### src/rtl/axis_pipeline_shim.sv
// axis_pipeline_shim: valid/ready shim around a fixed-latency, non-stallable core,
// with a credit-guarded first-word fall-through result FIFO.
module axis_pipeline_shim #(
   parameter int DATA_WIDTH = 64,
   parameter int FIFO_DEPTH = 8,
   localparam int CW = $clog2(FIFO_DEPTH + 1)
) (
   input  logic                  clk,
   input  logic                  reset,
   input  logic [DATA_WIDTH-1:0] s_data,
   input  logic                  s_valid,
   output logic                  s_ready,
   output logic [DATA_WIDTH-1:0] m_data,
   output logic                  m_valid,
   input  logic                  m_ready,
   output logic [DATA_WIDTH-1:0] core_data_o,
   output logic                  core_valid_o,
   input  logic [DATA_WIDTH-1:0] core_data_i,
   input  logic                  core_valid_i,
   output logic [CW-1:0]         credits_o,
   output logic [CW-1:0]         fill_o,
   output logic                  overflow_o
);
   localparam int AW = $clog2(FIFO_DEPTH);
   localparam logic [CW-1:0] DEPTH = CW'(FIFO_DEPTH);

   logic [DATA_WIDTH-1:0] mem [FIFO_DEPTH];
   logic [AW-1:0]         wptr, rptr;
   logic [CW-1:0]         credits, fill;
   logic                  acc, pop, full, wr;

   // A pop on the same edge frees the slot a full-FIFO write needs.
   always_comb begin
      s_ready = reset & (credits != '0);
      acc     = s_valid & s_ready;
      m_valid = fill != '0;
      m_data  = mem[rptr];
      pop     = m_valid & m_ready;
      full    = fill == DEPTH;
      wr      = core_valid_i & (~full | pop);
   end

   assign credits_o = credits;
   assign fill_o    = fill;

   always_ff @(posedge clk or negedge reset)
      if (!reset) begin
         core_valid_o <= 1'b0;
         core_data_o  <= '0;
         wptr         <= '0;
         rptr         <= '0;
         fill         <= '0;
         credits      <= DEPTH;
         overflow_o   <= 1'b0;
      end else begin
         core_valid_o <= acc;
         if (acc) core_data_o <= s_data;
         if (wr) wptr <= wptr + AW'(1);
         if (pop) rptr <= rptr + AW'(1);
         if (wr != pop) fill <= wr ? fill + CW'(1) : fill - CW'(1);
         // Clamp keeps a spurious core result from inflating credits past the depth.
         if (acc && !pop) credits <= credits - CW'(1);
         else if (pop && !acc && credits != DEPTH) credits <= credits + CW'(1);
         if (core_valid_i && !wr) overflow_o <= 1'b1;
      end

   always_ff @(posedge clk)
      if (wr) mem[wptr] <= core_data_i;
endmodule

### config.mk
export PLATFORM = sky130hd
export DESIGN_NAME = axis_pipeline_shim
export DESIGN_NICKNAME = d
export VERILOG_FILES = /design/src/rtl/axis_pipeline_shim.sv
export SDC_FILE = /design/constraint.sdc
export NUM_CORES = 1
export LEC_CHECK = 0
export ABC_AREA = 1
export BUFFER_PORTS_ARGS = -buffer_cell sky130_fd_sc_hd__buf_2
export CORE_ASPECT_RATIO = 0.5
export CORE_MARGIN = 2
export CORE_UTILIZATION = 50
export DETAILED_ROUTE_END_ITERATION = 7
export PLACE_DENSITY = 0.82
export SYNTH_ARGS = -nofsm -noshare
export SYNTH_HDL_FRONTEND = slang
export SYNTH_SLANG_ARGS = --single-unit
### constraint.sdc
create_clock -name clk -period 7 [get_ports clk]
set_clock_uncertainty 0.15 [all_clocks]
set_input_delay 1.4 -clock clk [delete_from_list [all_inputs] [get_ports clk]]
set_output_delay 1.4 -clock clk [all_outputs]
set_load 0.01 [all_outputs]
==> results of run 1 <==
stage by stage:
step                      utilization  hold WS (ns)  setup slack [ns]
final                          0.5856        0.3204             1.862
after global routing           0.5856        0.3350             1.733
after CTS                      0.5850        0.3261             1.949
after detailed placement       0.5490        0.3094             2.585
after global placement         0.5490        0.3073             2.601
after floorplan                     -        0.3426             1.673
per-layer routing:
layer  vias up  GRT usage  routed length [µm]
met5         -          0                  13
met4         2     0.1052                2038
met3       132    0.03968                4560
met2       800     0.3944               28350
met1      7549     0.2760               20290
li1       7117          -                   -
flip-flops by register name, summed over array words and instances, names as in the netlist:
register,cells
fill_o,4
wptr,3
overflow_o,1
core_data_o,64
mem,512
credits_o,4
core_valid_o,1
rptr,3
critical path: stages (launching register included):
cell and delay (ns):
dfrtp_4 0.74, inv_6 0.78, buf_4 0.56, nor2_1 0.06, o21ai_0 0.26, a21oi_1 0.09
a31oi_1 0.19, buf_2 0.15
logic make-up after synthesis:
kind of cell | after synthesis
flip-flops | 592
adder cells (fa/ha/maj) | 8
XOR/XNOR | 7
AND/OR/NAND/NOR | 769
AO/OA/AOI/OAI | 392
buffers and inverters | 132
worst paths after layout:
check	from	endpoint
max	rptr[0]$_DFFE_PN0P_	m_data[56]
min in group asynchronous	reset	wptr[0]$_DFFE_PN0P_
min reg2reg	core_data_o[14]$_DFFE_PN0P_	core_data_o[14]$_DFFE_PN0P_
max in group asynchronous	reset	rptr[0]$_DFFE_PN0P_
max reg2reg	fill_o[0]$_DFFE_PN0P_	mem[1][22]$_DFFE_PP_
min	core_data_o[14]$_DFFE_PN0P_	core_data_o[14]$_DFFE_PN0P_
power by group through the flow:
stage | clock (mW) | combinational, mW | sequential, mW
2_1_floorplan | 0 | 2.41 | 4.69
3_5_place_dp | 0 | 3.62 | 4.75
4_1_cts | 2.81 | 3.67 | 4.68
5_1_grt | 2.95 | 4.04 | 4.72
3_3_place_gp | 0 | 3.51 | 4.72
6_report | 2.79 | 3.68 | 4.68
placed cells by master, fill, tap and decap left out, types with 2 or more instances in the layout:
cell,n
bufinv_16,5
ha_1,6
a31oi_1,64
dfrtp_4,2
nor2_4,8
clkinv_1,16
o21ai_0,144
fa_1,2
diode_2,11
a21oi_1,67
inv_6,2
o21ai_1,115
nand2_1,423
dfrtp_1,76
edfxtp_1,512
buf_2,271
clkbuf_1,9
clkinv_2,9
clkinv_16,2
xor2_1,6
nand3_1,5
nor2_1,330
inv_1,16
clkbuf_16,51
buf_4,20
final cells by class:
class / instances / area share
clock buffers: 60 / 0.04918
clock inverters: 33 / 0.01231
repair buffers: 292 / 0.05731
well taps: 627 / 0.02945
inverters: 20 / 0.003194
flip-flops and latches: 592 / 0.6527
diodes: 11 / 0.001033
multi-input cells: 1176 / 0.1948
==> flow_metrics.tcl, run 1 <==
set metrics [dict create \
    nets 2273 \
    yosysMostFrequentCell "edfxtp_1" \
    dieArea_um2 48220 \
    post-route-min-period_ns 5.138 \
    tightest_slew_ns 1.153 \
    dp.cells 2707 \
    grt_pass1_vias 15570 \
    pwr-share-clk 0.250 \
    hold_depth 2 \
    synthMuxAreaShare 0 \
    critical_path_peak_fanout 136 \
    yosys_most_used_dff "edfxtp_1" \
    yosysWarnings 0 \
    clk_pin_slew_ns 0.06 \
    dr.pass1.iters 6 \
    cts_buffer_depth 3 \
    slew_violations 0 \
    clkLatencyLatePin_ns 0.59 \
    ys_top_cells_by_count "512 x edfxtp_1, 423 x nand2_1, 338 x nor2_1, 144 x o21ai_0, 115 x o21ai_1" \
    cp-end-kind "output pin" \
    maxSlewHeadroom 0.2316 \
    p_int_mw 7.047 \
    synth_top_area_frac 0.6630 \
    routedWlPerCell_um 19.66 \
    detailed_place_hpwl_um 29360 \
    vias_per_cell 5.550 \
    cp-start-kind "flop" \
    drc 0 \
    pwr-share-seq 0.420 \
    synth_cell_types 26 \
    netSwitchingFraction 0.3679 \
    cts_setup_buffers 0 \
    dpl_cell_area_um2 24970 \
    routed_wirelength_um 55260 \
    grt_antenna_before_repair 12 \
    p_total_mw 11.15 \
    drive_gt1_frac 0.1740 \
    r2r_cells 7 \
    async_flop_share 0.1351 \
    r2r_slack_ns 3.65 \
    root_buffer "clkbuf_16" \
    synth_top_family_by_area "simple AND/OR/NAND/NOR gates" \
    initial_utilization 0.5098 \
    final_cell_count_no_fill 2811 \
    period_share 0.7340 \
    worstPathRequired_ns 5.45 \
    maxCapViolations 0 \
    fillers 3384 \
    synth_xor_area_frac 0.002644 \
    hold_violations 0 \
    syn_avg_cell_area_um2 12.21 \
    cts_inserted_buffers 50 \
    grt_start_max_net_pins 198 \
    io_pins 273 \
    final_cell_area_um2 26640 \
    synthTopCellsByArea "edfxtp_1 66%, dfrtp_1 8.5%, nand2_1 6.8%, nor2_1 5.5%, o21ai_0 3.1%" \
    cts_sinks 592 \
    comb_power_share 0.330 \
    status "completed" \
    synthAdderAreaFrac 0.004964 \
    die_h_um 156.3 \
    syn_nets 2041 \
    synth_edf_count 512 \
    ir_drop_uv 197.4 \
    tns_ns 0 \
    seq_area_um2 17390 \
    synth_area_um2 23190 \
    routed-via-count 15600 \
    synthToLayoutAreaGrowth_pct 14.86 \
    p_per_area_nw_per_um2 418.6 \
    ys_seq_area_frac 0.7493 \
    ys_ff_latch 592 \
    synth-simple-area-share 0.1251 \
    h-tree-depth 2 \
    cellLeakagePower_nw 10.15 \
    core_area_um2 45490 \
    rows 55 \
    die_w_um 308.6 \
    final_antenna_net_count 0 \
    cts_tree "yes" \
    rsz0062_at_grt "false" \
    multi_input_area_um2 5189 \
    grtUsageTotal 0.2258 \
    yosys.area.top_type "edfxtp_1" \
    max_clock_freq_mhz 194.6 \
    arrival_ns 3.59 \
    p_switching_mw 4.102 \
    criticalPathCategory "flop to output pin" \
    gp_congestion 0.8475 \
    hp-class "flop to flop" \
    drt_iter0_drc 1953 \
    netlist_instances 1900 \
    grt_pass1_wl_um 84410 \
    hold_buffers 0 \
    cts_resized 0 \
    grt-ovfl-total 0 \
    place.port_buffers 272 \
    synth_compound_area_frac 0.08827 \
    setup-violations-final 0 \
]
No activity file was read; power rests on OpenSTA's default activity.
==> run 2, diff against run 1 <==
Settings changed: ABC_AREA 1 to 0, PLACE_DENSITY 0.82 to 0.85.
Clock period 7 ns to 4.6 ns, I/O delays scaled along.
==> run 2 against run 1 <==
Compared with the run above: synthesized cell count shrank 42%; clock power increased by 56%; critical path depth decreased by 3; critical path type unchanged; core utilization is 1.6 points higher; non-clock buffer count rose by 2; area after synthesis shrank 3.1%.
==> flow_metrics.tcl, run 2 <==
set metrics [dict create \
    status "completed" \
    yosys.area.top_type "edfxtp_1" \
    grt_pass1_wl_um 77980 \
    arrival_ns 2.99 \
    synth_area_um2 22480 \
    setup-violations-final 0 \
    post-place-ws_ns 1.113 \
    slowest_delay_ns 0.85 \
    async_flop_share 0.1351 \
    routed_wirelength_um 51820 \
    netlist_instances 1096 \
    synth_top_area_frac 0.6838 \
    routedWlPerCell_um 25.55 \
    detailed_place_hpwl_um 27130 \
    crit_chain "buf_12 -> mux4_2 -> mux2_2 -> buf_2" \
    final_antenna_net_count 0 \
    cp_top_family "multiplexers" \
    cp-end-kind "output pin" \
    final_cell_area_um2 26450 \
    cts_buffer_depth 3 \
    tightest_slew_ns 0.9914 \
    cts_setup_buffers 0 \
    hp-class "flop to flop" \
    worstPathRequired_ns 3.53 \
    hold_buffers 0 \
    syn_avg_cell_area_um2 20.51 \
    maxSlewHeadroom 0.3391 \
    ys_seq_area_frac 0.7729 \
    rows 54 \
    synthToLayoutAreaGrowth_pct 17.64 \
    hold_violations 0 \
    clkLatencyLatePin_ns 0.58 \
    gp_congestion 0.8338 \
    hold_ws_ns 0.3198 \
    layout_commonest_cell "edfxtp_1" \
    cts_resized 0 \
    grt-ovfl-total 0 \
    grt_antenna_before_repair 9 \
    critical_path_peak_fanout 49 \
    top_register "mem" \
    root_buffer "clkbuf_16" \
    h-tree-depth 2 \
    hold_path.startpoint "core_data_o[10]$_DFFE_PN0P_" \
    dieArea_um2 46780 \
    drive_gt1_frac 0.4036 \
    grt_pass1_vias 12530 \
    dp.cells 1929 \
    yosysWarnings 0 \
    period_share 0.8823 \
    cts_sinks 592 \
    r2r_slack_ns 1.61 \
    grtUsageTotal 0.2223 \
    die_w_um 303.9 \
    vias_per_cell 5.744 \
    cp_slowest_cell "dfrtp_4" \
    drc 0 \
    fillers 2858 \
    post-route-min-period_ns 4.058 \
    cts_inserted_buffers 49 \
    largest_reg_flops 512 \
    final_cell_count_no_fill 2028 \
    r2r-start "fill_o[0]$_DFFE_PN0P_" \
    cp-start-kind "flop" \
    clk_pin_slew_ns 0.06 \
    tns_ns 0 \
    top_regs "mem (512), core_data_o (64)" \
    cellLeakagePower_nw 9.533 \
    path_buf_inv 2 \
    ys_ff_latch 592 \
    yosysMostFrequentCell "edfxtp_1" \
    most-common-layout-cells "512 x edfxtp_1, 271 x buf_2, 199 x nand2_1" \
    ir_drop_uv 503.1 \
    utilization 0.6013 \
    core_area_um2 43980 \
    maxCapViolations 0 \
    synth_edf_count 512 \
    synthTopCellsByArea "edfxtp_1 68%, mux4_2 13%, dfrtp_1 8.8%, nand2_1 3.3%, mux2_2 3.2%" \
    slew_violations 0 \
    max_clock_freq_mhz 246.4 \
    drt_iter0_drc 1193 \
    place.port_buffers 272 \
    die_h_um 153.9 \
    setup_slack_ns 0.5415 \
    yosys_most_used_dff "edfxtp_1" \
    cts_tree "yes" \
    initial_utilization 0.5112 \
    ys_top_cells_by_count "512 x edfxtp_1, 199 x nand2_1, 128 x mux4_2, 79 x dfrtp_1, 64 x mux2_2" \
    grt_start_max_net_pins 129 \
    crit_start "rptr[0]$_DFFE_PN0P_" \
    io_pins 273 \
    nets 1533 \
    p_per_area_nw_per_um2 630.6 \
    dpl_cell_area_um2 24770 \
    syn_nets 1237 \
    routed-via-count 11650 \
    criticalPathCategory "flop to output pin" \
    rsz0062_at_grt "false" \
    synth_cell_types 38 \
    p_total_mw 16.68 \
    dr.pass1.iters 5 \
]
## run 2: cell types whose count changed after synthesis, sizes merged, moves of 7 or more
cell    change
nor2      -335
o21ai     -258
nand2     -222
mux4      +128
mux2       +68
a21oi      -63
a31oi      -63
clkbuf     -32
buf        -31
inv        -15
xnor2       +7
## run 2: logic make-up after synthesis
family,Yosys count,share of synthesized area
AO/OA/AOI/OAI,16,0.006456
XOR/XNOR,11,0.004285
adder cells (fa/ha/maj),8,0.005120
buffers and inverters,54,0.01063
flip-flops,592,0.7729
multiplexers,197,0.1627
AND/OR/NAND/NOR,218,0.03784
## run 2: final timing paths
check | to | depth (start not counted)
max | m_data[1] | 4
min | core_data_o[10]$_DFFE_PN0P_ | 2
max reg2reg | mem[4][18]$_DFFE_PP_ | 5
min reg2reg | core_data_o[10]$_DFFE_PN0P_ | 2
max in group asynchronous | rptr[1]$_DFFE_PN0P_ | 2
min in group asynchronous | core_data_o[52]$_DFFE_PN0P_ | 2
## run 2: power breakdown
part / total, mW / leakage, nW / internal (mW) / switching [mW]
Combinational: 4.99 / 3.10 / 2.38 / 2.61
Clock: 4.34 / 0.803 / 2.40 / 1.95
Sequential: 7.34 / 5.63 / 6.78 / 0.562
Total: 16.7 / 9.53 / 11.6 / 5.12
## run 2: per-layer routing
layer	track usage	vias up	wire, µm
met2	0.3947	646	27500
met5	0	-	0
li1	-	4925	-
met1	0.2753	5969	18770
met4	0.09240	0	1887
met3	0.03584	109	3657
## run 2: final cells by class
cell class / count / area [µm²] / share of cell area
timing repair buffer: 294 / 1679 / 0.06349
inverter: 5 / 18.77 / 0.0007096
multi-input combinational: 450 / 4949 / 0.1871
tap: 588 / 735.7 / 0.02782
clock inverter: 31 / 381.6 / 0.01443
sequential: 592 / 17390 / 0.6574
antenna: 8 / 20.02 / 0.0007569
clock buffer: 60 / 1277 / 0.04830
## run 2: worst min-delay path, cell delays in order (launching register included)
cell     delay, ns
dfrtp_1       0.34
nand2_1       0.05
nand2_1       0.05
